--- src/rtl/hazard_ctrl.sv ---
// rtl/hazard_ctrl.sv - parametrised RV32I hazard controller: forwarding, bypass, load-use, flush, multi-cycle hold
// Optional perf counters are built when HAZ_PERF_CNT_EN is defined.
module hazard_ctrl #(
  parameter int REG_AW     = 5,
  parameter int FWD_STAGES = 2,
  parameter int MC_LAT     = 4,
  parameter int CNT_W      = 16,
  parameter int SEL_W      = $clog2(FWD_STAGES + 1)
) (
  input  logic              clk,
  input  logic              rst_n,
  input  logic              d_valid,
  input  logic [REG_AW-1:0] d_rs1,
  input  logic [REG_AW-1:0] d_rs2,
  input  logic              d_use_rs1,
  input  logic              d_use_rs2,
  input  logic [REG_AW-1:0] d_rd,
  input  logic              d_wb,
  input  logic              d_is_load,
  input  logic              d_is_mc,
  input  logic              e_br_taken,
  output logic              stall,
  output logic              flush,
  output logic              e_hold,
  output logic              mc_busy,
  output logic [SEL_W-1:0]  e_fwd_sel1,
  output logic [SEL_W-1:0]  e_fwd_sel2,
  output logic              d_byp1,
  output logic              d_byp2,
  output logic [CNT_W-1:0]  stall_cnt,
  output logic [CNT_W-1:0]  flush_cnt
);

  localparam int MC_W = (MC_LAT > 1) ? $clog2(MC_LAT) : 1;

  typedef struct packed {
    logic              valid;
    logic [REG_AW-1:0] rd;
    logic              wb;
    logic              load;
    logic              mc;
    logic [REG_AW-1:0] rs1;
    logic [REG_AW-1:0] rs2;
    logic              use1;
    logic              use2;
  } slot_t;

  slot_t           e_q;
  slot_t           d_tag;
  slot_t           st_q [1:FWD_STAGES];
  logic [MC_W-1:0] mc_cnt;
  logic            load_use;
  logic            e_take;

  function automatic logic writes(input slot_t s, input logic [REG_AW-1:0] r);
    return s.valid && s.wb && (s.rd == r) && (r != '0);
  endfunction

  assign mc_busy  = (mc_cnt != '0);
  assign e_hold   = mc_busy;
  // Gate with rst_n so flush is low while reset is asserted.
  assign flush    = rst_n && e_br_taken && !mc_busy;
  assign load_use = e_q.load && ((d_use_rs1 && writes(e_q, d_rs1)) ||
                                 (d_use_rs2 && writes(e_q, d_rs2)));
  assign stall    = mc_busy || (load_use && !flush);
  assign e_take   = d_valid && !stall && !flush;

  assign d_byp1 = d_use_rs1 && writes(st_q[FWD_STAGES], d_rs1);
  assign d_byp2 = d_use_rs2 && writes(st_q[FWD_STAGES], d_rs2);

  always_comb begin
    d_tag = '0;
    if (e_take) begin
      d_tag.valid = 1'b1;
      d_tag.rd    = d_rd;
      d_tag.wb    = d_wb;
      d_tag.load  = d_is_load;
      d_tag.mc    = d_is_mc;
      d_tag.rs1   = d_rs1;
      d_tag.rs2   = d_rs2;
      d_tag.use1  = d_use_rs1;
      d_tag.use2  = d_use_rs2;
    end
  end

  // Scan farthest to nearest so the youngest producer wins.
  always_comb begin
    e_fwd_sel1 = '0;
    e_fwd_sel2 = '0;
    for (int k = FWD_STAGES; k >= 1; k--) begin
      if (e_q.use1 && writes(st_q[k], e_q.rs1)) e_fwd_sel1 = SEL_W'(k);
      if (e_q.use2 && writes(st_q[k], e_q.rs2)) e_fwd_sel2 = SEL_W'(k);
    end
  end

  always_ff @(posedge clk or negedge rst_n) begin
    if (!rst_n) begin
      e_q    <= '0;
      mc_cnt <= '0;
      for (int k = 1; k <= FWD_STAGES; k++) st_q[k] <= '0;
    end else begin
      if (mc_busy) begin
        mc_cnt  <= mc_cnt - MC_W'(1);
        st_q[1] <= '0;
      end else begin
        e_q     <= d_tag;
        st_q[1] <= e_q;
        if (e_take && d_is_mc) mc_cnt <= MC_W'(MC_LAT - 1);
      end
      for (int k = 2; k <= FWD_STAGES; k++) st_q[k] <= st_q[k-1];
    end
  end

`ifdef HAZ_PERF_CNT_EN
  always_ff @(posedge clk or negedge rst_n) begin
    if (!rst_n) begin
      stall_cnt <= '0;
      flush_cnt <= '0;
    end else begin
      if (stall && (stall_cnt != '1)) stall_cnt <= stall_cnt + CNT_W'(1);
      if (flush && (flush_cnt != '1)) flush_cnt <= flush_cnt + CNT_W'(1);
    end
  end
`else
  assign stall_cnt = '0;
  assign flush_cnt = '0;
`endif

endmodule

--- config.mk ---
export PLATFORM = sky130hd
export DESIGN_NAME = hazard_ctrl
export DESIGN_NICKNAME = d
export VERILOG_FILES = /design/src/rtl/hazard_ctrl.sv
export SDC_FILE = /design/constraint.sdc
export NUM_CORES = 1
export LEC_CHECK = 0
export BUFFER_PORTS_ARGS = -buffer_cell sky130_fd_sc_hd__clkbuf_2
export CAP_MARGIN = 20
export CORE_ASPECT_RATIO = 0.6
export CORE_MARGIN = 1.5
export CORE_UTILIZATION = 45
export DETAILED_ROUTE_END_ITERATION = 10
export GPL_ROUTABILITY_DRIVEN = 0
export PLACE_DENSITY_LB_ADDON = 0.08
export SETUP_SLACK_MARGIN = 0.2
export SYNTH_ARGS = -nofsm -noshare
export SYNTH_HDL_FRONTEND = slang
export SYNTH_SLANG_ARGS = --single-unit
--- constraint.sdc ---
create_clock -name clk -period 2.05 [get_ports clk]
set_input_delay 0.1025 -clock clk [delete_from_list [all_inputs] [get_ports clk]]
set_output_delay 0.1025 -clock clk [all_outputs]
set_load 0.005 [all_outputs]
---- Yosys cells after proc, flatten, opt, wreduce, memory -nomap -nowiden ----
Index checks and enable logic that the tools add are counted.
storage, ports and cells
  register bits after elaboration ......... 37
  bits of input ports ..................... 24
  output and inout port bits .............. 42
  logic and storage cells ................. 78
cells by class
  $add $sub $neg .......................... 1
  equality and inequality tests ........... 8
  multiplexer cells ....................... 8
  reduce and logical (&&, ||, !) cells .... 45
operator list
  operator                                                             number
  21-bit two-way mux                                                   2
  5-bit == test                                                        8
  1-bit logical AND                                                    34
  5-bit nonzero test                                                   4
  2-bit two-way mux                                                    6
  2-bit nonzero test                                                   2
  1-bit logical NOT                                                    3
  1-bit logical OR                                                     2
  2-bit by 1-bit subtractor with 2-bit output (second input constant)  1

---- Depth between registers and ports, before layout ----
  depth after elaboration ................. 14
  mapped depth ............................ 7
  gate-level depth less buffers ........... 7

---- Least setup slack after synthesis ----
Ideal clock, no wire load.
  kind .................................... flip-flop to flip-flop
  start ................................... register e_q[16] (netlist bit)
  end ..................................... register e_q[14] (netlist bit)
  setup time .............................. 0.121 ns
  arrival time ............................ 1.507 ns
  required time ........................... 1.929 ns
  path slack .............................. 0.422 ns
  stages on the path, launching flop included .. 7
  path buffers ............................ 1
  clock period less this slack ............ 1.628 ns
  cell sequence ........................... dfrtp_1 > xor2_1 > nor4_1 > o2111ai_2 > and2_4 > buf_6 > a22o_1
on the way
  longest elaborated chain between the ends .. 12
  elaborated cells between the ends (all ways) .. 16
  those cells by class .................... 2 x eq/ne; 1 x mux; 13 x reduce/logical
RTL lines
  item                                         RTL line  source
  start: declaration                           48        slot_t e_q;
  start signal: assignment                     106       e_q <= d_tag;
  5-bit == test                                56        return s.valid && s.wb && (s.rd == r) && (r != '0);
  1-bit logical AND (2 in a row)               56
  1-bit logical AND, on equally long branches  63, 64
  1-bit logical OR (*)                         63        assign load_use = e_q.load && ((d_use_rs1 && writes(e_q, d_rs1)) ||
  1-bit logical AND (*)                        63
  1-bit logical AND (*)                        65        assign stall = mc_busy || (load_use && !flush);
  1-bit logical OR (*)                         65
  1-bit logical NOT (*)                        66        assign e_take = d_valid && !stall && !flush;
  1-bit logical AND (*) (2 in a row)           66
  21-bit two-way mux (*)                       73        if (e_take) begin
Every way passes the cells marked *; elsewhere a longest branch is shown, timed or not.
A chain may end at the register's enable or synchronous reset.

---- Final worst setup path ----
  start ................................... register e_q[4] (netlist bit)
  end ..................................... output port e_fwd_sel2[1]
on the way
  longest elaborated chain between the ends .. 6
  elaborated cells between the ends (all ways) .. 11
  those cells by class .................... 2 x eq/ne; 2 x mux; 7 x reduce/logical
RTL lines
  item                            RTL line  source
  5-bit == test                   56
  1-bit logical AND (2 in a row)  56
  1-bit logical AND               92        if (e_q.use2 && writes(st_q[k], e_q.rs2)) e_fwd_sel2 = SEL_W'(k);
  2-bit two-way mux               92
  2-bit two-way mux (*)           92
  end: declaration                27        output logic [SEL_W-1:0] e_fwd_sel2,
Marked as above.

==> summary.md <==
| Metric | Value |
|---|---|
| Top cells by count, synth | `36 x dfrtp_1, 33 x buf_4, 31 x xnor2_1` |
| Clock buffer depth | `2` |
| Simple-gate portion of the synthesized area | `11.1%` |
| Yosys reg bits | `36` |
| Post-Place Cell Area | `roughly 0.0021 mm²` |
| I/O Pins | `66` |
| Synth Flop Type | `dfrtp_1` |
| Fin. max-slew vios | `0` |
| Residual DRC count | `0` |
| Leakage Power | `1.17 nW` |
| CP Launch Type | `flip-flop` |
| Multiplexer share of the synthesized area | `less than 1%` |
| Clk sinks | `36` |
| Post-synthesis sequential area ratio | `44.0%` |
| PwrDens | `1170 mW/mm²` |
| Kind of critical path | `reg -> out` |
| Warnings, synthesis | `0` |
| Share of cells above drive strength 1 | `between 30% and 40%` |
| Total Wirelength | `4920 µm` |
| TritonCTS Buffers | `5` |
| CTS root buf | `clkbuf_8` |
| Area grow syn2layout | `21.6%` |
| Fin area | `0.00249 mm²` |
| R2r worst-path depth | `6` |
| Final Setup Violations | `0` |
| Max H-tree Level | `2` |
| Antenna Cells | `0` |
| Netlist Area Pre-Place | `roughly 0.0020 mm²` |
| Initial Util | `between 40% and 50%` |
| Synth async-reset ratio | `100%` |
| Critical Path Start | `e_q[4]$_DFFE_PN0P_` |
| Count leader, synth | `dfrtp_1` |
| Max-cap viol count | `0` |
| Yosys top cell by area | `dfrtp_1` |
| Overall Power | `2.92 mW` |
| Min cycle time layout | `1.84 ns` |
| First-pass GRT wire length | `approximately 7400 µm` |
| CORE AREA | `roughly 0.0042 mm²` |
| Initial drt markers | `41` |
| Final period utilization | `89.8%` |
| RSZ-0062 raised after global routing | `yes` |
| Placed Instances | `276` |
| Crit path max fanout | `4` |
| Layout Cells excl Fill | `around 300` |
| IO Port Bufs | `33` |
| Worst hold stages | `2` |
| Max Clk Rate | `0.543 GHz` |
| R2R Path Start | `mc_cnt[0]$_DFFE_PN0P_` |
| Ranking of synthesized cells by area | `dfrtp_1 44%, xnor2_1 13%, buf_4 12%` |
| Largest family of logic cells by synthesized area | `XOR/XNOR gates` |
| DRT antenna net count | `0` |
| Wire per inst | `16.1 µm` |
| Vias in the first global route | `1371` |
| Required @ worst endpoint | `1.95 ns` |
| Post-synth EDFFs | `0` |
| Syn Area/Cell | `~11 µm²` |
| Reg2reg end | `e_q[11]$_DFFE_PN0P_` |
| Initial antenna violation count | `0` |
| Post-synth cell types | `26` |
| Clk pin slew, worst setup/hold paths | `approximately 0.07 ns` |
| Post-Synth Adder-Cell Area | `0.611%` |
| Final Skew | `0.0115 ns` |
| WP data arrival | `between 1.5 and 2 ns` |
| Largest net degree at the start of global routing | `38` |
| Clk Latency, worst-skew pair | `between 0.2 and 0.3 ns` |
| Final nets | `269` |
| Detailed placement HPWL | `around 3400 µm` |
| Worst Hold End | `e_q[19]$_DFFE_PN0P_` |
| Setup TNS Final | `0 ns` |
| Worst hold start | `d_rd[4]` |
| Mapped Cells | `between 150 and 200` |
| Share of the synthesized area in the top cell type | `between 40 and 50%` |
| R2R setup slack | `0.32 ns` |
| All-layer global routing usage | `roughly 20%` |
| Final Util | `58.8%` |
| Row count | `18` |
| Status | `finished clean` |
| Total Die Area | `0.00498 mm²` |
| Xor/xnor share of the synthesized area | `between 10% and 20%` |
| Crit. End Element | `primary output` |
| Complex-gate fraction of the synthesized area | `11.4%` |
| HP Class | `in -> reg` |
| Routed vias | `about 1500` |
| GRT overflow | `0` |
| Final hold vios | `0` |
| TritonCTS clock tree | `built` |
| Die X | `90.1 µm` |
| Peak supply drop | `631 µV` |
| 1st-pass router iterations | `4` |
| Vias per std cell | `between 5 and 6` |
| Die Ht | `55.2 µm` |
==> layer usage <==
metal	wire length, µm	part of all wire [%]	GRT usage (%)
met1	2350	48	29.0
met2	2190	45	27.6
met3	307	6.2	4.96
met4	74	1.5	7.26
met5	0	0	0
==> flip-flops by register name, indices dropped and copies added (netlist names) <==
name    count
mc_cnt      2
st_q       14
e_q        20
==> cell type report <==
class,instances,area [µm²]
clock buffers,6,72.6
clock inverters,2,35.0
fillers,367,1750
inverters,3,15.0
multi-input cells,142,1030
flip-flops and latches,36,917
well taps,60,75.1
repair buffers,55,333
repair inverters,1,7.51
==> layout by cell type (no fill, tap or decap), types with 2 or more instances in the layout <==
cell type and n:
a21o_1 2, a22o_1 19, and2_1 8, buf_4 21
clkbuf_2 32, clkbuf_8 5, clkinvlp_4 2, conb_1 32
dfrtp_1 23, dfrtp_2 13, inv_1 2, nand2_1 4
nand3_1 3, nand4_1 6, nor2_1 3, nor4_1 2
nor4_2 3, o21ai_1 3, o21ai_4 2, or4_1 4
or4_4 2, xnor2_1 30, xor2_1 10
==> where the power goes <==
group	leakage, nW	internal, mW	switching (mW)
Combinational	0.657	0.623	0.529
Sequential	0.462	0.915	0.245
Clock	0.0552	0.361	0.243
==> logic make-up after synthesis <==
kind of cell / after synthesis
buf+inv: 43
xor+xnor: 41
simple gates: 38
flops: 36
compound gates: 29
fa+ha+maj: 1
other cells: 1
mux: 1
==> worst max-delay path, stage by stage (launching register included) <==
cell and delay (ns):
dfrtp_2 0.43, or4_4 0.56, o21ai_4 0.17, or4_1 0.13, nor2_1 0.04, buf_2 0.13
==> stage by stage <==
stage               hold slack, ns  worst slack (ns)
finish                      0.0335             0.210
global route                0.0310             0.133
CTS                         0.0255             0.195
detailed placement           0.228             0.194
global placement             0.222             0.209
floorplan                   -0.193             0.422
==> how the worst max path moves through the flow <==
stage	to	slack, ns	cells past startpoint
4_1_cts	stall	0.19	5
6_report	e_fwd_sel2[1]	0.21	5
5_1_grt	e_fwd_sel2[1]	0.13	5
2_1_floorplan	e_q[14]$_DFFE_PN0P_	0.42	6
3_3_place_gp	e_q[11]$_DFFE_PN0P_	0.21	7
3_5_place_dp	e_q[8]$_DFFE_PN0P_	0.19	7
==> repair_timing <==
action / CTS / global route
gates resized for setup: 8 / 23
gates cloned: 1 / 0
endpoints found under the hold margin: 36 / 0
pin swaps: 0 / 7
hold buffers: 1 / 0
setup endpoints to repair: 5 / 18
buffers inserted: 3 / 16
Power figures use the tool's default switching activity.
